## config.mk

```make
export PLATFORM = sky130hd
export DESIGN_NAME = instr_sequencer_flat
export DESIGN_NICKNAME = d
export VERILOG_FILES = /design/src/rtl/cpu_pkg.sv /design/src/rtl/instr_sequencer_if.sv /design/src/rtl/hold_counter.sv /design/src/rtl/instr_sequencer.sv /design/src/flat_wrapper.sv
export SDC_FILE = /design/constraint.sdc
export NUM_CORES = 1
export LEC_CHECK = 0
export CORE_MARGIN = 3
export CORE_UTILIZATION = 43
export CTS_CLUSTER_DIAMETER = 30
export DETAILED_ROUTE_END_ITERATION = 7
export PLACE_DENSITY = 0.85
export RECOVER_POWER = 100
export SYNTH_ARGS = -nofsm -noshare
export SYNTH_HDL_FRONTEND = slang
export SYNTH_SLANG_ARGS = --single-unit
```

## constraint.sdc

```tcl
create_clock -name clk -period 2.53 [get_ports clk]
set_input_delay 0.6325 -clock clk [delete_from_list [all_inputs] [get_ports clk]]
set_output_delay 0.6325 -clock clk [all_outputs]
set_load 0.01 [all_outputs]
```

## src/rtl/cpu_pkg.sv

```systemverilog
// cpu_pkg: opcode encoding, opcode field position and sequencer state type.
// The PAUSE state exists only when SEQ_STEP_EN is defined.
package cpu_pkg;

    localparam logic [1:0] OP_HALT  = 2'b00;
    localparam logic [1:0] OP_ALU   = 2'b01;
    localparam logic [1:0] OP_LOAD  = 2'b10;
    localparam logic [1:0] OP_STORE = 2'b11;

    localparam int OP_MSB = 19;
    localparam int OP_LSB = 18;
    localparam int CNT_W  = 4;

    typedef enum logic [2:0] {
        S_IDLE,
        S_FETCH,
        S_LATCH,
        S_ISSUE,
        S_HALTED
`ifdef SEQ_STEP_EN
        , S_PAUSE
`endif
    } state_e;

    function automatic logic [CNT_W-1:0] hold_for(logic [1:0] op, int ha, int hs, int hl);
        return op == OP_ALU ? CNT_W'(ha) : op == OP_STORE ? CNT_W'(hs) :
               op == OP_LOAD ? CNT_W'(hl) : '0;
    endfunction

endpackage

```

## src/rtl/instr_sequencer_if.sv

```systemverilog
// instr_sequencer_if: ROM fetch and instruction issue signals of the sequencer.
// step_mode/step exist only when SEQ_STEP_EN is defined.
interface instr_sequencer_if #(
    parameter int INSTR_WIDTH = 20,
    parameter int ADDR_BITS   = 5
);

    logic                   start;
    logic                   rom_en;
    logic [ADDR_BITS-1:0]   rom_addr;
    logic [INSTR_WIDTH-1:0] rom_data;
    logic [INSTR_WIDTH-1:0] instr_out;
    logic                   instr_valid;
    logic [ADDR_BITS-1:0]   pc;
    logic                   busy;
    logic                   halted;
`ifdef SEQ_STEP_EN
    logic                   step_mode;
    logic                   step;
`endif

    modport master (
        input  start, rom_data,
`ifdef SEQ_STEP_EN
        input  step_mode, step,
`endif
        output rom_en, rom_addr, instr_out, instr_valid, pc, busy, halted
    );

    modport slave (
        output start, rom_data,
`ifdef SEQ_STEP_EN
        output step_mode, step,
`endif
        input  rom_en, rom_addr, instr_out, instr_valid, pc, busy, halted
    );

endinterface

```

## src/rtl/hold_counter.sv

```systemverilog
// hold_counter: loadable down-counter that saturates at zero and flags it.
module hold_counter
    import cpu_pkg::*;
(
    input  logic             clk,
    input  logic             rst,
    input  logic             load,
    input  logic             dec,
    input  logic [CNT_W-1:0] load_val,
    output logic             zero
);

    logic [CNT_W-1:0] count_q, count_d;

    always_comb begin
        count_d = load ? load_val : (dec && count_q != '0) ? count_q - 1'b1 : count_q;
    end

    always_ff @(posedge clk) begin
        if (!rst) count_q <= '0;
        else      count_q <= count_d;
    end

    assign zero = count_q == '0;

endmodule

```

## src/rtl/instr_sequencer.sv

```systemverilog
// instr_sequencer: fetches ROM words and issues each for an opcode-dependent hold count.
// Defining SEQ_STEP_EN adds a single-step PAUSE state driven by step_mode/step.
module instr_sequencer
    import cpu_pkg::*;
#(
    parameter int INSTR_WIDTH = 20,
    parameter int ADDR_BITS   = 5,
    parameter int HOLD_ALU    = 3,
    parameter int HOLD_STORE  = 3,
    parameter int HOLD_LOAD   = 4
) (
    input logic              clk,
    input logic              rst,
    instr_sequencer_if.master bus
);

    state_e                 state_q, state_d;
    logic [ADDR_BITS-1:0]   pc_q, pc_d;
    logic [INSTR_WIDTH-1:0] instr_q, instr_d;
    logic [CNT_W-1:0]       hold_val;
    logic [1:0]             op;
    logic                   cnt_zero;

    assign op       = bus.rom_data[OP_MSB:OP_LSB];
    assign hold_val = hold_for(op, HOLD_ALU, HOLD_STORE, HOLD_LOAD) - 1'b1;

    hold_counter u_hold (
        .clk      (clk),
        .rst      (rst),
        .load     (state_q == S_LATCH),
        .dec      (state_q == S_ISSUE),
        .load_val (hold_val),
        .zero     (cnt_zero)
    );

    always_ff @(posedge clk) begin
        if (!rst) begin
            state_q <= S_IDLE;
            pc_q    <= '0;
            instr_q <= '0;
        end else begin
            state_q <= state_d;
            pc_q    <= pc_d;
            instr_q <= instr_d;
        end
    end

    always_comb begin
        state_d = state_q;
        case (state_q)
            S_IDLE:   state_d = bus.start ? S_FETCH : S_IDLE;
            S_FETCH:  state_d = S_LATCH;
            S_LATCH:  state_d = op == OP_HALT ? S_HALTED : S_ISSUE;
`ifdef SEQ_STEP_EN
            S_ISSUE:  state_d = cnt_zero ? (bus.step_mode ? S_PAUSE : S_FETCH) : S_ISSUE;
            S_PAUSE:  state_d = bus.step ? S_FETCH : S_PAUSE;
`else
            S_ISSUE:  state_d = cnt_zero ? S_FETCH : S_ISSUE;
`endif
            S_HALTED: state_d = S_HALTED;
            default:  state_d = S_IDLE;
        endcase
    end

    // pc wraps naturally at 2^ADDR_BITS; the halting word keeps its own address
    always_comb begin
        pc_d    = (state_q == S_ISSUE && cnt_zero) ? pc_q + 1'b1 : pc_q;
        instr_d = state_q == S_LATCH ? bus.rom_data : instr_q;
    end

    // outputs are forced quiet while reset is held, not only after the edge
    always_comb begin
        bus.rom_en      = rst && state_q == S_FETCH;
        bus.rom_addr    = bus.rom_en ? pc_q : '0;
        bus.instr_valid = rst && state_q == S_ISSUE;
        bus.instr_out   = bus.instr_valid ? instr_q : '0;
        bus.pc          = pc_q;
        bus.busy        = rst && state_q != S_IDLE && state_q != S_HALTED;
        bus.halted      = rst && state_q == S_HALTED;
    end

endmodule
```

## src/flat_wrapper.sv

```systemverilog
// flat-port wrapper written by rule: the top's interface ports become plain ports
module instr_sequencer_flat import cpu_pkg::*;
#(
    parameter int INSTR_WIDTH = 20,
    parameter int ADDR_BITS   = 5,
    parameter int HOLD_ALU    = 3,
    parameter int HOLD_STORE  = 3,
    parameter int HOLD_LOAD   = 4
)
  (clk, rst, bus_start, bus_rom_data, bus_rom_en, bus_rom_addr, bus_instr_out, bus_instr_valid, bus_pc, bus_busy, bus_halted);
  instr_sequencer_if #(.INSTR_WIDTH(INSTR_WIDTH), .ADDR_BITS(ADDR_BITS)) bus_i ();
  input logic clk;
  input logic rst;
  input wire logic [$bits(bus_i.start)-1:0] bus_start;
  input wire logic [$bits(bus_i.rom_data)-1:0] bus_rom_data;
  output wire logic [$bits(bus_i.rom_en)-1:0] bus_rom_en;
  output wire logic [$bits(bus_i.rom_addr)-1:0] bus_rom_addr;
  output wire logic [$bits(bus_i.instr_out)-1:0] bus_instr_out;
  output wire logic [$bits(bus_i.instr_valid)-1:0] bus_instr_valid;
  output wire logic [$bits(bus_i.pc)-1:0] bus_pc;
  output wire logic [$bits(bus_i.busy)-1:0] bus_busy;
  output wire logic [$bits(bus_i.halted)-1:0] bus_halted;
  assign bus_i.start = bus_start;
  assign bus_i.rom_data = bus_rom_data;
  assign bus_rom_en = bus_i.rom_en;
  assign bus_rom_addr = bus_i.rom_addr;
  assign bus_instr_out = bus_i.instr_out;
  assign bus_instr_valid = bus_i.instr_valid;
  assign bus_pc = bus_i.pc;
  assign bus_busy = bus_i.busy;
  assign bus_halted = bus_i.halted;
  instr_sequencer #(.INSTR_WIDTH(INSTR_WIDTH), .ADDR_BITS(ADDR_BITS), .HOLD_ALU(HOLD_ALU), .HOLD_STORE(HOLD_STORE), .HOLD_LOAD(HOLD_LOAD)) u_core (.clk(clk), .rst(rst), .bus(bus_i));
endmodule
```

==> run metrics, run 1 <==
Worst Tran Pin Value=1.00 ns; Die Ht=65.1 µm; RSZ-0062 raised after global routing=false; Multi-input gate area=813 µm²; floorplan row count=20; TritonRoute pass-1 iters=4; CP max FO=6; peak supply drop=325 µV; Setup CP Type=in2out; placer's final routability congestion estimate=0.892; mapped cell area=1500 µm²; Arr. time, crit path=1.79 ns; Synth Register Bits=32; largest stage delay on the critical path=0.54 ns; syn_area_per_cell=7.79 µm²; Initial DRC Count=83; Fmax achieved=413 MHz; r2r startpoint=u_core.state_q[1]; yosys synthesis warning count=0; DRC viols=0; critical path endpoint category=primary output; final setup vio count=0; critical path launch point type=primary input; slowest CP cell=clkdlybuf4s50_1; n_diodes=0; reg-to-reg setup timing slack=0.27 ns; clk slew on worst S/H paths=0.10 ns; CTS H-Tree Depth=2; final non-filler cell total=305; hold-fix buffers at CTS=0; critical path data required time=1.90 ns; vias in the first global route=1506; core area=3200 µm²; r2r endpoint=u_core.u_hold.count_q[2]; ratio of cells with drive above 1 in the final layout=12.6%; Area after DPL=2150 µm²; root buf cell=clkbuf_4; Final min period=2.42 ns; Total GRT Usage=20.8%; sink of the worst hold path=u_core.instr_q[15]; Synth Flop Type=dfxtp_1; antenna violations before repair=0; DP Wirelength=2690 µm; Die Wd=65.1 µm; final hold vios=0; # fillers=311; layout net count=285; P&R area growth vs syn=48.9%; Syn Nets=218; Post-Syn Instances=193; Rel. slew slack=33.4%; Sink Count=32; P_leak=0.929 nW; Hold WC Path Type=reg2reg; largest net degree at the start of global routing=28; Max-Cap Viols=0; DIE AREA=4240 µm²; finished layout cell area=2240 µm²; cell count after placement=292; I/O Buffers=56; max-slew violations=0; I/O pin count=57; Seq. cell area=642 µm²; WHS=0.454 ns; sequential-to-total area share from yosys stat=42.6%; WL/cell=13.7 µm; Starting Density=47.0%; Hold Crit Start=u_core.instr_q[15]; Post-synth ARST share=0%; Antenna Nets Post-Route=0; worst path cell trace=dlygate4sd2_1 > nand2b_4 > nor2_4 > buf_4 > clkdlybuf4s50_1; Clock Skew=0.0107 ns; Tcrit/Tclk final=95.7%; Worst-Skew Late Latency=0.36 ns; WHS Path Cells=2; Pwr Total=0.00113 W; CTS Buffer Depth=2; cts bufs inserted=5; Vias/cell=5.14; pwr/cell area=504 nW/µm²; Post-synth EDFFs=0; reg2reg path depth=6; CTS tree=yes; vias=1569; grt total ovfl=0; first-pass GRT wire length=6810 µm; Yosys cell types=33; Detailed Route WL=4190 µm; status=finished clean
## where the power goes
part | switching, W | leakage [nW] | internal, W | total (W)
sequential | 0.0000201 | 0.260 | 0.000530 | 0.000550
combinational | 0.0000978 | 0.627 | 0.0000900 | 0.000188
clock | 0.000184 | 0.0422 | 0.000207 | 0.000390
## per-stage QoR
step | worst slack [ns] | TNS (ns) | util (%)
final | 0.110 | 0 | 69.9
after CTS | 0.0898 | 0 | 70.5
after floorplan | 0.192 | 0 | -
after detailed placement | -0.371 | -9.03 | 67.1
after global placement | -0.340 | -8.30 | 67.1
after global routing | 0.0174 | 0 | 69.9
## logic make-up (layout without fill, tap and decap cells)
group | Yosys count | count (layout) | synth area share (%)
AOI/OAI and AO/OA | 43 | 43 | 15.8
xor gates and xnor gates | 1 | 1 | 0.582
adders and majority gates | 2 | 2 | 1.66
buffers and inverters | 16 | 84 | 4.57
DFF | 32 | 32 | 42.6
muxes | 1 | 1 | 0.666
and+or+nand+nor | 98 | 98 | 34.1
## layout by cell type (no fill, tap or decap), types with 2 or more instances in the layout
cell type        count
nor3_1               2
a21oi_1             32
buf_6                2
nand3b_1             3
ha_1                 2
o21ai_0              4
nor2b_1              2
clkdlybuf4s50_1     22
buf_4               10
nor2_1               4
clkbuf_4             5
dlygate4sd3_1        7
and2_0               2
nand2_1             43
o31ai_1              3
dlygate4sd2_1       21
and2_1              23
inv_1                4
or3_2                2
nand3_1              2
clkbuf_1             4
or3b_2               2
clkdlybuf4s25_1      3
or4_1                4
dfxtp_1             31
## cell usage after synthesis, types with 2 or more instances
cell	n	share of area, %
nor3b_1	2	1.0
inv_1	4	1.0
a21oi_1	32	11
or3b_2	2	1.2
o21ai_0	4	1.3
clkbuf_1	8	2.0
nand3_1	2	0.67
nor3_1	2	0.67
or3_2	2	1.0
or4_1	3	1.5
o31ai_1	3	1.5
nor2_1	5	1.2
dfxtp_1	32	43
nor2b_1	2	0.83
nand3b_1	3	1.5
nand2b_1	2	0.83
and2_1	26	11
nand2_1	43	11
ha_1	2	1.7
## registers in the layout, summed over array words and instances, names as in the netlist
register	count
u_core.bus.pc	5
u_core.instr_q	20
u_core.state_q	3
u_core.u_hold.count_q	4
## how the worst max path moves through the flow
stage	end	from	cells past startpoint	slack, ns
CTS	bus_instr_valid	u_core.state_q[2]	4	0.09
global route	bus_rom_addr[1]	rst	7	0.02
global placement	bus_instr_out[8]	rst	6	-0.34
floorplan	u_core.u_hold.count_q[2]	u_core.state_q[1]	8	0.19
finish	bus_instr_valid	rst	5	0.11
detailed placement	bus_instr_out[8]	rst	6	-0.37
## final cells by class
cell class | instances | area share (%)
Clock inverter | 2 | 1.56
Multi-Input combinational cell | 145 | 36.3
Inverter | 5 | 0.838
Tap cell | 44 | 2.46
Timing Repair Buffer | 71 | 28.3
Sequential cell | 32 | 28.7
Clock buffer | 6 | 1.84
## layer usage
layer	track usage (%)	up-vias	share of wire, %
met3	4.79	12	7.1
li1	-	778	-
met2	34.7	62	49
met5	0	-	0
met4	13.2	0	3.3
met1	23.9	717	41
## critical path: cells and delay by family
kind | cells | cell delay, ns
buf+inv | 3 | 0.96
simple gates | 2 | 0.20
## what timing repair did
action,4_1_cts,5_1_grt
gates resized for setup,50,1
buffers inserted,4,0
pin swaps,2,0
endpoints found under the setup margin,29,4
cloned,1,0
Note: power is estimated with default switching activity, not from simulation.
==> inputs of run 2 (changes only) <==
- CORE_MARGIN: 3 -> 2
- RECOVER_POWER: 100 -> 50
==> run 2 against run 1 <==
  * Non-clock buffer count decreased by 4
  * Clock power decreased by 32%
  * Maximum frequency decreased by 1.7%
  * Flip-flop and latch count unchanged
  * Combinational power decreased by 4%
  * Sequential power about the same
  * Via count decreased by 4.7%
  * Power decreased by 12%
  * Utilization decreased by 4.3 points
  * Clock skew decreased by 0.0036 ns
  * Setup slack got worse by 0.041 ns
  * Count of clock-buffer cells in the layout unchanged
  * Critical endpoint is now bus_rom_en
==> run metrics, run 2 (synthesis results as in run 1) <==
Setup CP Type=in2out; ratio of cells with drive above 1 in the final layout=10.2% (-2.5 points); clk slew on worst S/H paths=0.10 ns (about the same); status=finished clean; Starting Density=45.1% (-1.9 points); largest net degree at the start of global routing=28 (unchanged); largest stage delay on the critical path=0.53 ns (about the same); antenna violations before repair=0 (unchanged); CP max FO=6 (unchanged); Detailed Route WL=3500 µm (-16%); P_leak=0.914 nW (-1.6%); layout net count=281 (-1.4%); vias=1496 (-4.7%); # fillers=311 (unchanged); DP Wirelength=2440 µm (-9.2%); I/O Buffers=56 (unchanged); critical path endpoint category=primary output; Worst Tran Pin Value=0.824 ns (-0.176 ns); cell count after placement=294 (+0.68%); max-slew violations=0 (unchanged); P&R area growth vs syn=45.7%; DRC viols=0 (unchanged); delay-heaviest family, CP=buffers and inverters; DP Worst Slack=-0.378 ns (-0.00756 ns); final hold vios=0 (unchanged); first-pass GRT wire length=6200 µm (-9.0%); root buf cell=clkbuf_4; setup bufs post-CTS=0 (-4); Max-Cap Viols=0 (unchanged); final non-filler cell total=302 (-0.98%); Total GRT Usage=19.4% (-1.4 points); Sink Count=32 (unchanged); Antenna Nets Post-Route=0 (unchanged); Fmax achieved=406 MHz (-1.7%); core area=3340 µm² (+4.2%); Die Ht=63.1 µm (-3.1%); most flop-heavy register=u_core.instr_q; Worst-Skew Late Latency=0.33 ns (-0.03 ns); Initial DRC Count=73 (-12%); cts bufs inserted=5 (unchanged); max reg flops=20 (unchanged); CTS tree=yes; Clock Skew=0.00705 ns (-0.00361 ns); placer's final routability congestion estimate=0.817 (-8.4%); hold-fix buffers at CTS=0 (unchanged); RSZ-0062 raised after global routing=false; post-route setup slack=0.0686 ns (-0.0411 ns); floorplan row count=21 (+5.0%); Rel. slew slack=45.1% (+12 points); worst path cell trace=dlygate4sd2_1 > nand2b_4 > nor3b_2 > buf_4 > clkdlybuf4s50_1; DIE AREA=3990 µm² (-6.0%); peak supply drop=357 µV (+10%); n_diodes=0 (unchanged); vias in the first global route=1426 (-5.3%); Pwr Total=0.000994 W (-12%); WL/cell=11.6 µm (-16%); Tcrit/Tclk final=97.3% (+1.6 points); Final min period=2.46 ns (+0.0411 ns); CTS Buffer Depth=2 (unchanged); final setup vio count=0 (unchanged); grt total ovfl=0 (unchanged); PostCTS Resize Cnt=34 (-32%); Crit path buffers/inverters=3 (unchanged); pwr/cell area=454 nW/µm² (-10%); reg-to-reg setup timing slack=0.30 ns (+0.03 ns); CTS H-Tree Depth=2 (unchanged); Die Wd=63.1 µm (-3.1%); critical path launch point type=primary input; final core occ=65.7% (-4.3 points); Hold WC Path Type=reg2reg; Vias/cell=4.95 (-3.7%); I/O pin count=57 (unchanged); Arr. time, crit path=1.83 ns (+0.04 ns); commonest non-fill, non-tap cell in the layout=nand2_1; most frequent cells in the layout=nand2_1, a21oi_1, dfxtp_1; critical path data required time=1.90 ns (about the same); TritonRoute pass-1 iters=4 (unchanged); slowest CP cell=clkdlybuf4s50_1
## run 2: metrics by stage
step | setup TNS, ns | instance area [µm²] | hold WS [ns]
floorplan | 0 | 1500 | 0.432
global placement | -8.82 | 2150 | 0.437
detailed placement | -9.31 | 2150 | 0.442
CTS | 0 | 2200 | 0.456
global route | 0 | 2190 | 0.482
finish | 0 | 2190 | 0.453
## run 2: per-layer routing
layer | wire length (µm) | part of all wire (%) | vias up | global-route usage [%]
li1 | - | - | 775 | -
met1 | 1510 | 43 | 678 | 21.7
met2 | 1800 | 51 | 39 | 35.5
met3 | 151 | 4.3 | 4 | 5.00
met4 | 42 | 1.2 | 0 | 6.67
met5 | 0 | 0 | - | 0
## run 2: path summary, 6_finish.rpt
path / start / to / cells after the start
max: rst / bus_rom_en / 5
min: u_core.instr_q[2] / u_core.instr_q[2] / 2
max reg2reg: u_core.state_q[1] / u_core.u_hold.count_q[2] / 6
min reg2reg: u_core.instr_q[2] / u_core.instr_q[2] / 2
## run 2: area by class of cell
cell class,instances,area (µm²),share of cell area [%]
clock buffers,6,41.3,1.88
clock inverters,1,5.00,0.228
inverters,5,18.8,0.857
multi-input cells,145,816,37.2
flip-flops and latches,32,642,29.3
well taps,46,57.6,2.63
repair buffers,67,611,27.9
## run 2: worst min-delay path: stages, from the launching register on
cell     delay, ns
dfxtp_1       0.31
nand2_1       0.05
a21oi_1       0.05
## run 2: report_power, final
group | leakage [nW] | internal, W | switching (W)
Clock | 0.0281 | 0.000102 | 0.000164
Combinational | 0.626 | 0.0000878 | 0.0000921
Sequential | 0.260 | 0.000530 | 0.0000184
Total | 0.914 | 0.000719 | 0.000274
==> inputs of run 3 (changes only) <==
- SLEW_MARGIN: unset -> 0
- clock period: 2.53 -> 2.5 ns (I/O delays scaled with it)
==> run 3 against run 2 <==
  * Combinational power increased by 3%
  * First-iteration DRC count stayed put
  * Largest cell class unchanged
  * Cell area is 1.4% higher
  * Power increased by 13%
  * Die area stayed put
  * Sequential power grew 0.9%
  * Via count grew 2.3%
==> run metrics, run 3 (synthesis results as in run 1) <==
slowest CP cell=clkdlybuf4s50_1; ratio of cells with drive above 1 in the final layout=10.1% (-0.040 points); Worst-Skew Late Latency=0.34 ns (about the same); finished layout cell area=2220 µm² (+1.4%); final hold vios=0 (unchanged); Detailed Route WL=3630 µm (+3.7%); Worst Tran Pin Value=0.815 ns (-0.00847 ns); Arr. time, crit path=1.77 ns (-0.06 ns); P_leak=0.945 nW (+3.4%); CTS Buffer Depth=2 (unchanged); Crit path buffers/inverters=3 (unchanged); Rel. slew slack=45.6% (+0.56 points); setup TNS=0 ns (unchanged); Total GRT Usage=19.6% (+0.18 points); critical path data required time=1.88 ns (-0.02 ns); max-slew violations=0 (unchanged); layout net count=281 (unchanged); Hold WC Path Type=reg2reg; DP Wirelength=2460 µm (+0.54%); most flop-heavy register=u_core.instr_q; Sink Count=32 (unchanged); floorplan row count=21 (unchanged); setup bufs post-CTS=0 (unchanged); worst path cell trace=dlygate4sd2_1 > nand2b_4 > nor2_4 > buf_6 > clkdlybuf4s50_1; placer's final routability congestion estimate=0.778 (-4.8%); hold-fix buffers at CTS=0 (unchanged); commonest non-fill, non-tap cell in the layout=nand2_1; Max-Cap Viols=0 (unchanged); n_diodes=0 (unchanged); I/O Buffers=56 (unchanged); status=finished clean; critical path endpoint category=primary output; pwr/cell area=507 nW/µm² (+12%); Initial DRC Count=73 (unchanged); I/O pin count=57 (unchanged); most frequent cells in the layout=nand2_1, a21oi_1, dfxtp_1; Antenna Nets Post-Route=0 (unchanged); Area after DPL=2150 µm² (unchanged); post-route setup slack=0.106 ns (+0.0369 ns); Vias/cell=5.05 (+2.0%); largest net degree at the start of global routing=28 (unchanged); max reg flops=20 (unchanged); peak supply drop=349 µV (-2.2%); delay-heaviest family, CP=buffers and inverters; DRC viols=0 (unchanged); CTS H-Tree Depth=2 (unchanged); WL/cell=12.0 µm (+3.3%); root buf cell=clkbuf_4; final core occ=66.6% (+0.94 points); grt total ovfl=0 (unchanged); Starting Density=45.1% (unchanged); Fmax achieved=418 MHz; P&R area growth vs syn=47.8%; largest stage delay on the critical path=0.53 ns (about the same); CTS tree=yes; CP max FO=10 (+4); Die Ht=63.1 µm (unchanged); Clock Skew=0.00588 ns (-0.00117 ns); clk slew on worst S/H paths=0.09 ns (about the same); DIE AREA=3990 µm² (unchanged); Setup CP Type=in2out; cts bufs inserted=5 (unchanged); Pwr Total=0.00113 W (+13%); Die Wd=63.1 µm (unchanged); reg-to-reg setup timing slack=0.28 ns (-0.02 ns); first-pass GRT wire length=6130 µm (-1.1%); Final min period=2.39 ns; RSZ-0062 raised after global routing=false; vias in the first global route=1369 (-4.0%); Tcrit/Tclk final=95.8%; critical path launch point type=primary input; vias=1531 (+2.3%); DP Worst Slack=-0.393 ns (-0.0148 ns); TritonRoute pass-1 iters=4 (unchanged); core area=3340 µm² (unchanged); final setup vio count=0 (unchanged); antenna violations before repair=0 (unchanged)
[run 3: cell count changes in the layout (fill, tap and decap cells not counted)]
cell and change:
dlymetal6s2s_1 +1, bufinv_16 +1, dfxtp_2 -1, dfxtp_1 +1
clkdlybuf4s50_1 -1
[run 3: what timing repair did]
item | CTS | global route
gates resized for setup | 33 | 1
pin swaps | 1 | 0
cloned | 1 | 0
setup endpoints to repair | 29 | 1
[run 3: metal layers]
metal  routed length [µm]  global-route usage (%)
met1                 1530                    22.3
met2                 1850                    34.6
met3                  198                    5.71
met4                   60                    7.22
met5                    0                       0
[run 3: tightest hold or removal path, cell delays in order, from the launching register on]
cell and delay [ns]:
dfxtp_1 0.31, nand2_1 0.05, a21oi_1 0.05
[run 3: power by group]
group	switching [W]	total, W	internal (W)
Sequential	0.0000177	0.000553	0.000536
Clock	0.000178	0.000388	0.000209
Combinational	0.0000954	0.000186	0.0000904
Total	0.000291	0.00113	0.000835
[run 3: final cells by class]
type / count / area, µm²
fill: 304 / 1110
multi-input combinational: 145 / 816
sequential: 32 / 641
timing repair buffer: 67 / 613
tap: 46 / 57.6
clock buffer: 6 / 41.3
clock inverter: 2 / 35.0
inverter: 5 / 18.8
[run 3: path summary, 6_finish.rpt]
kind | from | to | cells past startpoint
max | rst | bus_instr_valid | 5
min reg2reg | u_core.instr_q[11] | u_core.instr_q[11] | 2
min | u_core.instr_q[11] | u_core.instr_q[11] | 2
max reg2reg | u_core.state_q[1] | u_core.u_hold.count_q[2] | 6
[run 3: stage by stage]
stage | hold WS (ns) | std cells
2_1_floorplan | 0.432 | 193
3_3_place_gp | 0.437 | 294
3_5_place_dp | 0.442 | 294
4_1_cts | 0.457 | 303
5_1_grt | 0.475 | 303
6_report | 0.452 | 303
